`src/rtl/coproc_pkg.sv`:
```
// ---------------------------------------------------------------------------
// coproc_pkg
// Shared definitions for the coprocessor result serializer:
//   - default result width and bytes per word
//   - serializer state encoding
//   - ASCII anchors and a nibble-to-hex-character helper (used when the
//     COPROC_SER_HEX_ASCII_EN build option is defined)
// ---------------------------------------------------------------------------
package coproc_pkg;

  localparam int WIDTH_DOUT_DEFAULT = 128;
  localparam int BYTES_PER_WORD     = WIDTH_DOUT_DEFAULT / 8;

  typedef enum logic [1:0] {
    ST_IDLE = 2'd0,
    ST_SEND = 2'd1,
    ST_TERM = 2'd2
  } state_t;

  localparam logic [7:0] ASCII_ZERO    = 8'h30;
  localparam logic [7:0] ASCII_UPPER_A = 8'h41;

  // 0-9 -> '0'-'9', 10-15 -> 'A'-'F'
  function automatic logic [7:0] nibble_to_ascii(input logic [3:0] nib);
    if (nib < 4'd10) begin
      return ASCII_ZERO + {4'd0, nib};
    end else begin
      return ASCII_UPPER_A + {4'd0, nib} - 8'd10;
    end
  endfunction

endpackage

```
`src/rtl/coproc_result_serializer_sync.sv`:
```
// ---------------------------------------------------------------------------
// sync_rise_detect
// Brings a slow-domain level into clk through two flops (s1, s2), keeps an
// edge register s3, and produces a one-cycle rise pulse.
// Ports:
//   clk  in  system clock
//   rst  in  synchronous active-low reset
//   din  in  asynchronous level
//   rise out one-clk pulse per rising edge of din (registered)
// ---------------------------------------------------------------------------
module sync_rise_detect
  import coproc_pkg::*;
(
  input  logic clk,
  input  logic rst,
  input  logic din,
  output logic rise
);

  logic s1_reg;
  logic s2_reg;
  logic s3_reg;
  logic rise_reg;

  // The edge pulse s2 & ~s3 is itself registered so downstream capture
  // logic is driven straight from a flop rather than a gate after the sync.
  always_ff @(posedge clk) begin
    if (!rst) begin
      s1_reg   <= 1'b0;
      s2_reg   <= 1'b0;
      s3_reg   <= 1'b0;
      rise_reg <= 1'b0;
    end else begin
      s1_reg   <= din;
      s2_reg   <= s1_reg;
      s3_reg   <= s2_reg;
      rise_reg <= s2_reg & ~s3_reg;
    end
  end

  assign rise = rise_reg;

endmodule

```
`src/rtl/coproc_result_serializer.sv`:
```
// ---------------------------------------------------------------------------
// coproc_result_serializer
// Captures a WIDTH_DOUT-bit coprocessor result on each rising edge of the
// slow-domain dout_valid level and streams it MSB byte first over a
// valid/ready byte interface to the UART transmitter, optionally followed
// by TERM_BYTE.
// Build option: COPROC_SER_HEX_ASCII_EN -- when defined, every byte is sent
// as two uppercase ASCII hex characters (high nibble first).
// Ports:
//   clk         in   system clock
//   rst         in   synchronous active-low reset
//   dout        in   result word, stable while dout_valid is high
//   dout_valid  in   slow-domain qualifier level
//   tx_data     out  byte to UART TX
//   tx_valid    out  tx_data valid
//   tx_ready    in   UART TX accepts (transfer = tx_valid && tx_ready)
//   busy        out  frame in progress
//   overrun     out  sticky: a word arrived while busy (cleared by reset)
// ---------------------------------------------------------------------------
module coproc_result_serializer
  import coproc_pkg::*;
#(
  parameter int         WIDTH_DOUT  = WIDTH_DOUT_DEFAULT,
  parameter int         APPEND_TERM = 1,
  parameter logic [7:0] TERM_BYTE   = 8'h0A
) (
  input  logic                  clk,
  input  logic                  rst,
  input  logic [WIDTH_DOUT-1:0] dout,
  input  logic                  dout_valid,
  output logic [7:0]            tx_data,
  output logic                  tx_valid,
  input  logic                  tx_ready,
  output logic                  busy,
  output logic                  overrun
);

  localparam int NUM_BYTES = WIDTH_DOUT / 8;
  localparam int IDX_W     = (NUM_BYTES > 1) ? $clog2(NUM_BYTES) : 1;
  localparam logic [IDX_W-1:0] LAST_IDX = IDX_W'(NUM_BYTES - 1);

  state_t                state_reg, state_next;
  logic [WIDTH_DOUT-1:0] shreg_reg, shreg_next;
  logic [IDX_W-1:0]      idx_reg, idx_next;
  logic                  overrun_reg, overrun_next;
  logic                  rise;
  logic                  xfer;
  logic                  byte_done;
`ifdef COPROC_SER_HEX_ASCII_EN
  logic                  nib_reg, nib_next;
`endif

  sync_rise_detect u_sync (
    .clk  (clk),
    .rst  (rst),
    .din  (dout_valid),
    .rise (rise)
  );

  assign tx_valid = (state_reg != ST_IDLE);
  assign busy     = tx_valid;
  assign overrun  = overrun_reg;
  assign xfer     = tx_valid && tx_ready;

`ifdef COPROC_SER_HEX_ASCII_EN
  // A byte is consumed only once its low-nibble character has gone out.
  assign byte_done = xfer && nib_reg;
`else
  assign byte_done = xfer;
`endif

  always_ff @(posedge clk) begin
    if (!rst) begin
      state_reg   <= ST_IDLE;
      shreg_reg   <= '0;
      idx_reg     <= '0;
      overrun_reg <= 1'b0;
`ifdef COPROC_SER_HEX_ASCII_EN
      nib_reg     <= 1'b0;
`endif
    end else begin
      state_reg   <= state_next;
      shreg_reg   <= shreg_next;
      idx_reg     <= idx_next;
      overrun_reg <= overrun_next;
`ifdef COPROC_SER_HEX_ASCII_EN
      nib_reg     <= nib_next;
`endif
    end
  end

  always_comb begin
    state_next   = state_reg;
    shreg_next   = shreg_reg;
    idx_next     = idx_reg;
    overrun_next = overrun_reg;
`ifdef COPROC_SER_HEX_ASCII_EN
    nib_next     = nib_reg;
`endif

    case (state_reg)
      ST_IDLE: begin
        if (rise) begin
          shreg_next = dout;
          idx_next   = '0;
          state_next = ST_SEND;
`ifdef COPROC_SER_HEX_ASCII_EN
          nib_next   = 1'b0;
`endif
        end
      end
      ST_SEND: begin
`ifdef COPROC_SER_HEX_ASCII_EN
        if (xfer) begin
          nib_next = ~nib_reg;
        end
`endif
        if (byte_done) begin
          shreg_next = shreg_reg << 8;
          idx_next   = idx_reg + 1'b1;
          if (idx_reg == LAST_IDX) begin
            state_next = (APPEND_TERM != 0) ? ST_TERM : ST_IDLE;
          end
        end
      end
      ST_TERM: begin
        if (xfer) begin
          state_next = ST_IDLE;
        end
      end
      default: state_next = ST_IDLE;
    endcase

    // A new word while a frame is in flight is dropped, only flagged.
    if (rise && (state_reg != ST_IDLE)) begin
      overrun_next = 1'b1;
    end
  end

  always_comb begin
    tx_data = 8'h00;
    case (state_reg)
`ifdef COPROC_SER_HEX_ASCII_EN
      ST_SEND: tx_data = nibble_to_ascii(nib_reg ? shreg_reg[WIDTH_DOUT-5 -: 4]
                                                 : shreg_reg[WIDTH_DOUT-1 -: 4]);
`else
      ST_SEND: tx_data = shreg_reg[WIDTH_DOUT-1 -: 8];
`endif
      ST_TERM: tx_data = TERM_BYTE;
      default: tx_data = 8'h00;
    endcase
  end

endmodule

```
`config.mk`:
```
export PLATFORM = sky130hd
export DESIGN_NAME = coproc_result_serializer
export DESIGN_NICKNAME = d
export VERILOG_FILES = /design/src/rtl/coproc_pkg.sv /design/src/rtl/coproc_result_serializer_sync.sv /design/src/rtl/coproc_result_serializer.sv
export SDC_FILE = /design/constraint.sdc
export NUM_CORES = 1
export LEC_CHECK = 0
export ABC_AREA = 0
export ABC_CLOCK_PERIOD_IN_PS = 1800
export CAP_MARGIN = 20
export CORE_MARGIN = 10
export CORE_UTILIZATION = 44
export CTS_CLUSTER_DIAMETER = 100
export DETAILED_ROUTE_END_ITERATION = 10
export PLACE_DENSITY = 0.73
export SLEW_MARGIN = 20
export SYNTH_ARGS = -nofsm -noshare
export SYNTH_HDL_FRONTEND = slang
export SYNTH_SLANG_ARGS = --single-unit
```
`constraint.sdc`:
```
create_clock -name clk -period 1.8 [get_ports clk]
set_input_delay 0.36 -clock clk [delete_from_list [all_inputs] [get_ports clk]]
set_output_delay 0.36 -clock clk [all_outputs]
set_load 0.05 [all_outputs]
```
==> flow_metrics.py, run 1 <==
metrics = {
    "setup_path": {
        "worstPathMaxFanout": 8,
        "endpoint_kind": "output port",
        "critPathTopFamily": "buffers and inverters",
        "path_class": "register to output port",
        "worstPathCellList": "inv_4 > ha_4 > buf_6 > a21oi_4 > nor2b_4 > buf_12",
        "required_ns": 1.44,
        "critPathArrivalTime_ns": 1.47,
        "worstSetupStartpointType": "register",
        "worst-path-buf-inv": 3,
        "cp_slowest_cell": "dfxtp_2",
        "crit_path_max_incr_delay_ns": 0.33,
    },
    "cts": {
        "cts.htree.levels": 4,
        "cts_tree": "built",
        "clockRootBuffer": "clkbuf_16",
        "insertion_delay_ns": 0.42,
        "path_clk_slew_ns": 0.06,
        "clockBufferDepth": 2,
        "cts_sinks": 139,
        "cts_buffers": 17,
        "cts-hold-fix-buffers": 0,
    },
    "final_layout": {
        "num-fill-cells": 1326,
        "ff_latch_area_um2": 2790,
        "multi_input_area_um2": 4010,
        "nets": 1033,
        "antenna_cells": 0,
        "drive_above_1_share_pct": 25.6,
        "largest_register_ffs": 128,
        "syn2layout_area_growth_pct": 41.1,
    },
    "yosys": {
        "yosysTopAreaCell": "dfxtp_1",
        "synthArstFlopShare_pct": 0,
        "synth-seq-cells": 139,
        "synth_flop_cell": "dfxtp_1",
        "yosys.area.top_type_share_pct": 39.5,
        "synth_edf_count": 0,
        "syn_inst": 743,
        "ys_types": 26,
        "syn_avg_cell_area_um2": 9.48,
        "ys_seq_area_share_pct": 39.5,
        "yosysWarnings": 0,
        "yosys-top-cells-area": "dfxtp_1 40%, mux2_2 19%, mux2i_1 18%",
        "synth_area_um2": 7040,
        "synth_nets": 881,
    },
    "detailed_routing": {
        "dr.pass1.iters": 4,
        "post_drt_wl_per_cell_um": 15.0,
        "drt_iter0_drc": 235,
        "antenna_left": 0,
        "routed_via_density": 4.83,
        "totalWireLength_um": 16800,
        "drc": 0,
        "vias": 5427,
    },
    "placed_design": {
        "io_buffers": 142,
        "routabilityCongestion": 0.770,
        "dp_slack_ns": 0.00381,
        "dp_hpwl_um": 11900,
    },
    "global_route": {
        "grt_max_degree": 82,
        "grt_pass1_wl_um": 27000,
        "grt.overflow.total": 0,
        "grt_usage_pct": 15.2,
        "grt_pass1_vias": 5518,
        "grt_antenna_before_repair": 0,
    },
    "timing": {
        "drv_slew": 0,
        "worstMarginPinSlew_ns": 0.323,
        "skew_ns": 0.00943,
        "rsz0062_at_grt": "yes",
        "finalWorstSetupSlack_ns": -0.0283,
        "fmax_mhz": 547,
        "period_minus_slack_ns": 1.83,
        "setup_viol_count_final": 20,
        "hold_viol_final": 0,
        "fin_crit_sh_pct": 102,
        "relSlewSlack_pct": 78.5,
    },
    "floorplanning": {
        "io_pins": 143,
        "start_util_pct": 44.7,
        "fp.dieArea_um2": 21500,
        "die_w_um": 147,
        "core_area_um2": 15800,
        "rows": 46,
        "die_y_um": 147,
    },
    "job": {
        "maxCapViolations": 0,
    },
    "pwr": {
        "p_leak_nw": 4.49,
        "total_power_mw": 10.6,
        "ir_drop_uv": 666,
        "powerDensity_nw_per_um2": 1070,
    },
    "status": {
        "violations": "negative setup slack",
        "status": "complete, but fails checks",
    },
    "hold_path": {
        "min_path_type": "input port to register",
    },
}
routing by layer:
metal / track usage [%] / routed length, um
met1: 19.0 / 7930
met3: 4.42 / 665
met2: 24.7 / 8070
met5: 0 / 0
met4: 4.45 / 161
report_power, final:
part / switching [mW] / internal [mW] / total, mW
logic: 1.20 / 1.71 / 2.91
registers: 0.150 / 3.36 / 3.51
clock network: 1.33 / 2.89 / 4.22
total: 2.68 / 7.96 / 10.6
metrics by stage:
stage	utilization, %	hold slack (ns)	instance area (um^2)	setup TNS [ns]	instances
global placement	57.3	0.373	9040	0	1082
detailed placement	57.3	0.378	9040	0	1082
finish	63.0	0.312	9940	-0.253	1124
global route	63.0	0.322	9940	-5.31	1124
floorplan	-	0.367	7050	0	743
CTS	62.5	0.302	9850	-0.0708	1116
worst register-to-register path: stages (launching register included):
cell     delay (ns)
dfxtp_4        0.36
inv_2          0.13
ha_2           0.24
mux2i_2        0.26
o21a_4         0.22
buf_12         0.18
buf_12         0.15
mux2i_1        0.22
Yosys cell counts (4+ instances only):
library cell / n
a32o_1: 8
ha_1: 6
buf_6: 12
mux2_2: 121
clkbuf_1: 34
inv_1: 4
and2_1: 9
dfxtp_1: 139
nand2_1: 247
buf_2: 11
mux2i_1: 125
final timing paths:
| check | startpoint | cells past startpoint | slack [ns] | end |
|---|---|---|---|---|
| max | state_reg[1]$_SDFFE_PN0P_ | 6 | -0.03 | tx_data[3] |
| min | rst | 3 | 0.31 | shreg_reg[15]$_SDFFE_PN0P_ |
| max reg2reg | state_reg[0]$_SDFFE_PN0P_ | 7 | -0.03 | shreg_reg[37]$_SDFFE_PN0P_ |
| min reg2reg | u_sync.s3_reg$_SDFF_PN0_ | 1 | 0.38 | u_sync.rise$_SDFF_PN0_ |
final cells by class:
type / instances / area share (%)
inverter: 4 / 0.176
tap: 216 / 2.72
sequential: 139 / 28.0
clock inverter: 10 / 2.35
multi-input combinational: 540 / 40.4
clock buffer: 22 / 4.87
timing repair buffer: 193 / 21.5
cells in the final DEF (no fill, tap or decap), types with 2 or more instances in the layout:
cell type and n:
nor2b_4 2, buf_12 28, a32o_1 8, bufinv_16 7
clkdlybuf4s50_1 130, nand2_1 247, inv_1 2, mux2_2 121
o21ai_0 3, clkinvlp_4 2, buf_4 33, dfxtp_1 137
clkbuf_8 5, nand3b_1 2, clkbuf_16 17, ha_4 4
a21oi_4 2, mux2i_1 124, and2_1 9, nand3_1 3
logic make-up after synthesis:
| group | Yosys count | synth area share, % |
|---|---|---|
| fa+ha+maj | 6 | 1.07 |
| compound gates | 18 | 2.01 |
| flops | 139 | 39.5 |
| mux | 246 | 37.1 |
| simple gates | 270 | 15.3 |
| buf+inv | 64 | 5.04 |
what timing repair did:
item	4_1_cts	5_1_grt
gates resized for setup	17	4
pin swaps	3	4
endpoints found under the setup margin	9	111
buffers inserted	2	8
hold endpoints to repair	0	0
(Power assumes the default switching activity.)
==> run 2, diff against run 1 <==
--- a/config.mk
+++ b/config.mk
@@ -6,13 +6,13 @@
 export NUM_CORES = 1
 export LEC_CHECK = 0
 export ABC_AREA = 0
-export ABC_CLOCK_PERIOD_IN_PS = 1800
+export ABC_CLOCK_PERIOD_IN_PS = 2300
 export CAP_MARGIN = 20
 export CORE_MARGIN = 10
 export CORE_UTILIZATION = 44
 export CTS_CLUSTER_DIAMETER = 100
 export DETAILED_ROUTE_END_ITERATION = 10
-export PLACE_DENSITY = 0.73
+export PLACE_DENSITY = 0.7
 export SLEW_MARGIN = 20
 export SYNTH_ARGS = -nofsm -noshare
 export SYNTH_HDL_FRONTEND = slang
==> constraint.sdc (replaced) <==
create_clock -name clk -period 2.3 [get_ports clk]
set_input_delay 0.46 -clock clk [delete_from_list [all_inputs] [get_ports clk]]
set_output_delay 0.46 -clock clk [all_outputs]
set_load 0.05 [all_outputs]
==> flow_metrics.py, run 2 (synthesis results as in run 1) <==
metrics = {
    "timing": {
        "fin_crit_sh_pct": 94.5,
        "hold_viol_final": 0,
        "setup_viol_count_final": 0,
        "worstMarginPinSlew_ns": 0.580,
        "relSlewSlack_pct": 61.2,
        "skew_ns": 0.00746,
        "drv_slew": 0,
        "period_minus_slack_ns": 2.17,
        "fmax_mhz": 460,
        "tns_ns": 0,
        "rsz0062_at_grt": "no",
    },
    "detailed_routing": {
        "drt_iter0_drc": 264,
        "drc": 0,
        "vias": 5197,
        "antenna_left": 0,
        "routed_via_density": 4.79,
        "totalWireLength_um": 16100,
        "post_drt_wl_per_cell_um": 14.8,
        "dr.pass1.iters": 5,
    },
    "setup_path": {
        "worstPathCellList": "inv_1 > ha_1 > buf_4 > a21oi_1 > nor2b_1 > buf_12",
        "worstSetupStartpointType": "register",
        "worst-path-buf-inv": 3,
        "endpoint_kind": "output port",
        "worstPathMaxFanout": 11,
        "path_class": "register to output port",
        "critPathArrivalTime_ns": 1.71,
        "crit_path_max_incr_delay_ns": 0.32,
        "cp_slowest_cell": "dfxtp_1",
        "worstRegToRegCells": 6,
        "path_depth": 6,
        "critPathTopFamily": "buffers and inverters",
        "required_ns": 1.84,
    },
    "floorplanning": {
        "rows": 46,
        "core_area_um2": 15800,
        "io_pins": 143,
        "die_y_um": 147,
        "fp.dieArea_um2": 21500,
        "die_w_um": 147,
        "start_util_pct": 44.7,
    },
    "pwr": {
        "ir_drop_uv": 501,
        "switching_share_pct": 26.9,
        "comb_power_share_pct": 25.7,
        "p_int_mw": 5.47,
        "pwr-share-seq_pct": 36.6,
        "power_frac_clock_pct": 37.7,
        "p_leak_nw": 4.19,
        "powerDensity_nw_per_um2": 806,
        "p_sw_mw": 2.01,
    },
    "job": {
        "maxCapViolations": 0,
    },
    "cts": {
        "cts.htree.levels": 4,
        "insertion_delay_ns": 0.42,
        "cts_tree": "built",
        "cts_buffers": 17,
        "clockBufferDepth": 2,
        "post_cts_buffers": 0,
        "cts-hold-fix-buffers": 0,
        "cts_sinks": 139,
        "cts_resized": 0,
        "clockRootBuffer": "clkbuf_16",
        "path_clk_slew_ns": 0.06,
    },
    "global_route": {
        "grt_pass1_vias": 5218,
        "grt_antenna_before_repair": 0,
        "grt_max_degree": 83,
        "grt_pass1_wl_um": 26200,
        "grt_usage_pct": 14.7,
        "grt.overflow.total": 0,
    },
    "final_layout": {
        "finalInstanceArea_um2": 9280,
        "final_util_pct": 58.9,
        "final_common_cell": "nand2_1",
        "syn2layout_area_growth_pct": 31.8,
        "fin_cells": 1086,
        "antenna_cells": 0,
        "nets": 995,
        "largest_register_ffs": 128,
        "drive_above_1_share_pct": 20.7,
        "final_cell_mix": "247 x nand2_1, 139 x dfxtp_1, 131 x clkdlybuf4s50_1",
    },
    "placed_design": {
        "routabilityCongestion": 0.741,
        "placed_area_um2": 8670,
        "dp_hpwl_um": 11100,
        "placedCellCount": 1054,
        "io_buffers": 142,
    },
    "hold_path": {
        "min_path_type": "register to register",
        "holdPathStages": 1,
    },
    "status": {
        "status": "completed",
    },
}
==> run 2: routing by layer <==
layer | routed length (um) | part of all wire [%] | track usage, % | vias to the layer above
met2 | 7460 | 46 | 22.9 | 96
met4 | 150 | 0.93 | 5.01 | 0
met5 | 0 | 0 | 0 | -
met3 | 708 | 4.4 | 4.20 | 13
li1 | - | - | - | 2721
met1 | 7800 | 48 | 19.0 | 2367
==> run 2: power groups by stage <==
| stage | sequential (mW) | combinational (mW) | clock, mW |
|---|---|---|---|
| 2_1_floorplan | 2.75 | 1.47 | 0 |
| 3_5_place_dp | 2.79 | 1.93 | 0 |
| 6_report | 2.74 | 1.93 | 2.82 |
| 4_1_cts | 2.74 | 1.95 | 2.88 |
| 5_1_grt | 2.77 | 2.09 | 2.97 |
| 3_3_place_gp | 2.79 | 1.93 | 0 |
==> run 2: layout make-up <==
cell class	instances	area [um^2]
clock buffer	24	512
fill	1404	6490
tap	216	270
sequential	139	2780
clock inverter	8	105
timing repair buffer	155	1670
multi-input combinational	540	3930
inverter	4	15.0
==> run 2: path summary, 6_finish.rpt <==
| path | end | from | slack [ns] |
|---|---|---|---|
| max | tx_data[3] | state_reg[1]$_SDFFE_PN0P_ | 0.13 |
| min | u_sync.rise$_SDFF_PN0_ | u_sync.s3_reg$_SDFF_PN0_ | 0.40 |
| max reg2reg | shreg_reg[70]$_SDFFE_PN0P_ | state_reg[0]$_SDFFE_PN0P_ | 0.26 |
| min reg2reg | u_sync.rise$_SDFF_PN0_ | u_sync.s3_reg$_SDFF_PN0_ | 0.40 |
==> run 2: metrics by stage <==
| stage | hold WS (ns) | setup WS (ns) | power (mW) |
|---|---|---|---|
| floorplan | 0.367 | 0.235 | 4.22 |
| global placement | 0.372 | 0.339 | 4.72 |
| detailed placement | 0.390 | 0.275 | 4.72 |
| CTS | 0.398 | 0.101 | 7.57 |
| global route | 0.405 | 0.0466 | 7.82 |
| finish | 0.398 | 0.126 | 7.49 |
